## config.mk

```make
export PLATFORM = sky130hd
export DESIGN_NAME = serial_subtract
export DESIGN_NICKNAME = d
export VERILOG_FILES = /design/src/rtl/serial_subtract_pkg.sv /design/src/rtl/serial_subtract_fullsubtract.sv /design/src/rtl/serial_subtract.sv
export SDC_FILE = /design/constraint.sdc
export NUM_CORES = 1
export LEC_CHECK = 0
export BUFFER_PORTS_ARGS = -buffer_cell sky130_fd_sc_hd__buf_2
export CAP_MARGIN = 20
export CORE_MARGIN = 8
export CORE_UTILIZATION = 40
export CTS_CLUSTER_SIZE = 16
export DETAILED_ROUTE_END_ITERATION = 8
export PLACE_DENSITY = 0.6
export SLEW_MARGIN = 10
export SYNTH_ARGS = -nofsm -noshare
export SYNTH_HDL_FRONTEND = slang
export SYNTH_HIERARCHICAL = 1
export SYNTH_SLANG_ARGS = --single-unit
```

## constraint.sdc

```tcl
create_clock -name clk -period 1.3 [get_ports clk]
set_clock_uncertainty 0.1 [all_clocks]
set_input_delay 0 -clock clk [delete_from_list [all_inputs] [get_ports clk]]
set_output_delay 0 -clock clk [all_outputs]
set_load 0.02 [all_outputs]
```

## src/rtl/serial_subtract_pkg.sv

```systemverilog
// rtl/serial_subtract_pkg.sv - shared state encoding for serial arithmetic stages
package serial_subtract_pkg;

  typedef enum logic [1:0] {
    IDLE  = 2'd0,
    SHIFT = 2'd1,
    DONE  = 2'd2
  } state_t;

endpackage

```

## src/rtl/serial_subtract_fullsubtract.sv

```systemverilog
// rtl/serial_subtract_fullsubtract.sv - one-bit full subtractor
module fullSubtract (
  input  logic A,
  input  logic B,
  input  logic bIn,
  output logic D,
  output logic bOut
);

  assign D    = A ^ B ^ bIn;
  assign bOut = (~A & B) | (~(A ^ B) & bIn);

endmodule

```

## src/rtl/serial_subtract.sv

```systemverilog
// rtl/serial_subtract.sv - bit-serial subtractor, LSB first, one bit per clock
module serial_subtract
  import serial_subtract_pkg::*;
#(
  parameter int WIDTH = 8
) (
  input  logic             clk,
  input  logic             rst_n,
  input  logic             start,
  input  logic [WIDTH-1:0] a,
  input  logic [WIDTH-1:0] b,
  input  logic             bIn,
  output logic             busy,
  output logic             done,
  output logic [WIDTH-1:0] d,
  output logic             bOut
);

  localparam int CW = $clog2(WIDTH + 1);

  state_t           state_q;
  state_t           state_d;
  logic [WIDTH-1:0] a_q;
  logic [WIDTH-1:0] b_q;
  logic [WIDTH-1:0] res_q;
  logic             br_q;
  logic [CW-1:0]    cnt_q;
  logic             diff_bit;
  logic             br_next;
  logic             last_bit;

  fullSubtract u_bit (
    .A    (a_q[0]),
    .B    (b_q[0]),
    .bIn  (br_q),
    .D    (diff_bit),
    .bOut (br_next)
  );

  assign last_bit = (cnt_q == CW'(WIDTH - 1));

  always_ff @(posedge clk) begin
    if (!rst_n) begin
      state_q <= IDLE;
    end else begin
      state_q <= state_d;
    end
  end

  always_comb begin
    state_d = state_q;
    busy    = 1'b0;
    done    = 1'b0;
    case (state_q)
      IDLE: begin
        if (start) state_d = SHIFT;
      end
      SHIFT: begin
        busy = 1'b1;
        if (last_bit) state_d = DONE;
      end
      DONE: begin
        done    = 1'b1;
        state_d = IDLE;
      end
      default: state_d = IDLE;
    endcase
  end

  // The result register fills from the MSB so that after WIDTH shifts the LSB sits at bit 0.
  always_ff @(posedge clk) begin
    if (!rst_n) begin
      a_q   <= '0;
      b_q   <= '0;
      res_q <= '0;
      br_q  <= 1'b0;
      cnt_q <= '0;
      d     <= '0;
      bOut  <= 1'b0;
    end else begin
      case (state_q)
        IDLE: begin
          if (start) begin
            a_q   <= a;
            b_q   <= b;
            br_q  <= bIn;
            res_q <= '0;
            cnt_q <= '0;
          end
        end
        SHIFT: begin
          a_q   <= a_q >> 1;
          b_q   <= b_q >> 1;
          res_q <= {diff_bit, res_q[WIDTH-1:1]};
          br_q  <= br_next;
          cnt_q <= cnt_q + CW'(1);
          if (last_bit) begin
            d    <= {diff_bit, res_q[WIDTH-1:1]};
            bOut <= br_next;
          end
        end
        default: ;
      endcase
    end
  end

endmodule

```

==> impl_results.md <==
* Mean area per synthesized cell at 8.830 um2
* Gate Count Post-Synth at 192
* Final worst-path cycle share at 102.7%
* Register area share after synthesis at 46.05%
* Leakage at 0.0009103 uW
* Ys Warns at 6
* Routability Congestion at 0.7261
* Proportion of layout cells with a drive suffix above 1 at 29.29%
* Final-report setup violation count at 11
* Share of async-settable or async-resettable flops after synthesis at 0%
* Status: complete, but fails checks
* I/O pins at 31
* Cell row count at 23
* Reg-to-Reg Start: state_q[1]
* Top post-synthesis cells by area: dfxtp_1 (46%), mux2i_1 (5.3%), a21oi_1 (5.0%), nand2_1 (4.4%), o21ai_0 (4.1%)
* Unrepaired setup endpoints after global routing: yes
* Number of global-route vias before repair at 1486
* Core Region at 0.004029 mm2
* First-pass GRT wire length at 6941 um
* Worst reg-to-reg setup slack at -0.04 ns
* TritonCTS clock tree: built
* Reg-to-Reg End: d[1]
* Max_slew headroom at 71.82%
* Die width at 81.11 um
* Drt pass-1 iters at 4
* Overall power at 2827 uW
* Die Span Y at 81.11 um
* Synth cell types at 36
* CP endpoint kind: flop
* Top Layer Used: met4
* Post-synth net total at 214
* Initial antenna violation count at 0
* Setup TNS at -0.1103 ns
* Max cap viols at 0
* Post-synth top area share at 46.05%
* Number of remaining DRC errors at 0
* Critical path depth at 5
* Slew Limit Fails at 0
* Hold Crit Class: in -> reg
* CP Launch Type: flop
* H-tree depth at 2
* Top post-synthesis cells by count: dfxtp_1 (39), nand2_1 (20), nor2_1 (18), a21oi_1 (17), o21ai_0 (14)
* Post-CTS Setup Inserts at 0
* Hold Slack at -0.006511 ns
* Critical Path Max Stage Delay at 0.34 ns
* Peak supply drop at 0.0006458 V
* Worst Path Max Fanout at 9
* Top-count cell post-synth: dfxtp_1
* CP bufs+invs at 2
* Met2 WL at 1886 um
* Min Tclk post-route at 1.335 ns
* Largest net degree at the start of global routing at 37
* WL/cell at 14.33 um
* Layout net count at 260
* Hold Violations, Final at 1
* Area of the mapped netlist at 0.001695 mm2
* Yosys reg bits at 39
* Clock Latency Late Sink at 0.30 ns
* Final worst setup slack at -0.03517 ns
* Met3 wire len at 252 um
* Post-DP HPWL at 2777 um
* FF-to-FF path depth at 5
* DRT antenna net count at 0
* Clock Path Buffers at 2
* # diodes at 0
* TritonCTS Buffers at 5
* Grt ovf at 0
* CTS clock-pin slew for the worst setup and hold paths at 0.08 ns
* Final core occ at 55.81%
* Cell taking the most area after synthesis: dfxtp_1
* Critical path type: reg -> reg
* Critical path arrival at 1.45 ns
* Post-synth EDFFs at 0
* First-iteration detailed-routing DRC count at 99
* Largest delay share family, worst path: simple AND/OR/NAND/NOR gates
* DIE AREA at 0.006578 mm2
* WHS Path Cells at 4
* GRT Total Usage at 13.22%
* Area growth from synthesis to layout at 32.62%
* Worst setup startpoint: state_q[1]
* Met1 wire length at 1960 um
* Initial Utilization at 42.08%
* Count of port buffers added during placement at 30
* Fmax at 749.0 MHz
* Total Wirelength at 4140 um
* PwrDens at 1257 mW/mm2
* Least-Margin Pin Slew at 0.4222 ns
* Number of clock sinks at 39
* Crit path max-delay cell type: dfxtp_2
* Via count at 1538
* Failing checks: hold timing, setup timing
* CTS Root Buffer Type: clkbuf_8
* Required @ worst endpoint at 1.42 ns
* Crit path to: d[1]
* Cells along the critical path: nand2b_4, inv_2, and4b_2, buf_12, mux2i_1
* Top_reg_cell synth: dfxtp_1
* Vias per cell at 5.322
==> where the power goes <==
group / internal, uW / switching [uW]
sequential: 1250 / 40.2
clock: 765 / 443
combinational: 157 / 169
total: 2170 / 653
==> metal layers <==
metal / vias up / global-route usage, %
met5: - / 0
met4: 0 / 3.750
met3: 6 / 4.084
met2: 36 / 20.69
met1: 722 / 17.10
li1: 774 / -
==> worst reg2reg max path, stage by stage, from the launching register on <==
cell	delay, ns
dfxtp_2	0.34
nand2b_4	0.16
inv_2	0.06
and4b_2	0.27
buf_12	0.15
mux2i_1	0.19
==> registers in the layout, indices dropped and copies added, names as in the netlist <==
register / flops
res_q: 7
a_q: 8
b_q: 8
state_q: 2
cnt_q: 4
bOut: 1
d: 8
br_q: 1
==> through the flow <==
| stage | cell area [um2] | instances | setup WS (ns) | hold slack [ns] |
|---|---|---|---|---|
| detailed placement | 1942 | 268 | -0.02269 | 0.1594 |
| global route | 2248 | 289 | -0.07201 | 0.008490 |
| global placement | 1942 | 268 | 0.02613 | 0.1432 |
| finish | 2248 | 289 | -0.03517 | -0.006511 |
| floorplan | 1708 | 192 | 0.01049 | 0.03411 |
| CTS | 2210 | 288 | -0.02907 | 0.003957 |
==> layout by cell type (no fill, tap or decap), types with 2 or more instances in the layout <==
master / n
mux2i_1: 9
o221ai_1: 6
a21oi_1: 17
nor3_1: 2
nor2_1: 18
buf_6: 2
o21ai_1: 2
buf_4: 10
dfxtp_2: 5
nand2_1: 20
clkbuf_8: 5
or3b_2: 2
o21ai_0: 12
bufinv_16: 2
dlygate4sd3_1: 12
inv_1: 4
nand3_1: 2
dfxtp_1: 33
o2bb2ai_1: 8
a32o_1: 2
clkinvlp_4: 3
a22oi_1: 7
inv_2: 3
buf_2: 29
or3b_1: 2
a22o_1: 2
==> worst min path at each step <==
stage          start     end  slack (ns)
2_1_floorplan   a[6]  a_q[6]        0.03
3_3_place_gp    a[6]  a_q[6]        0.14
3_5_place_dp    a[6]  a_q[6]        0.16
4_1_cts         b[2]  b_q[2]       0.004
5_1_grt         b[5]  b_q[5]       0.008
6_report        b[5]  b_q[5]      -0.007
==> final cells by class <==
class	instances	area (um2)
Fill cell	370	1780
Multi-Input combinational cell	128	828.3
Sequential cell	39	790.8
Timing Repair Buffer	54	382.9
Clock buffer	5	68.82
Clock inverter	3	67.56
Tap cell	50	62.56
Inverter	9	40.04
Timing Repair inverter	1	7.507
==> cells by family after synthesis <==
group / Yosys count / synth area share [%]
muxes: 9 / 5.314
adders and majority gates: 2 / 1.919
buffers and inverters: 25 / 6.568
AOI/OAI and AO/OA: 63 / 24.95
and+or+nand+nor: 54 / 15.20
DFF: 39 / 46.05
==> repair_timing <==
item	in CTS	in global routing
cloned	1	1
setup endpoints to repair	12	27
hold buffers	12	0
resized for setup	11	13
pin swaps	3	3
hold endpoints to repair	12	0
(Power assumes the default switching activity.)
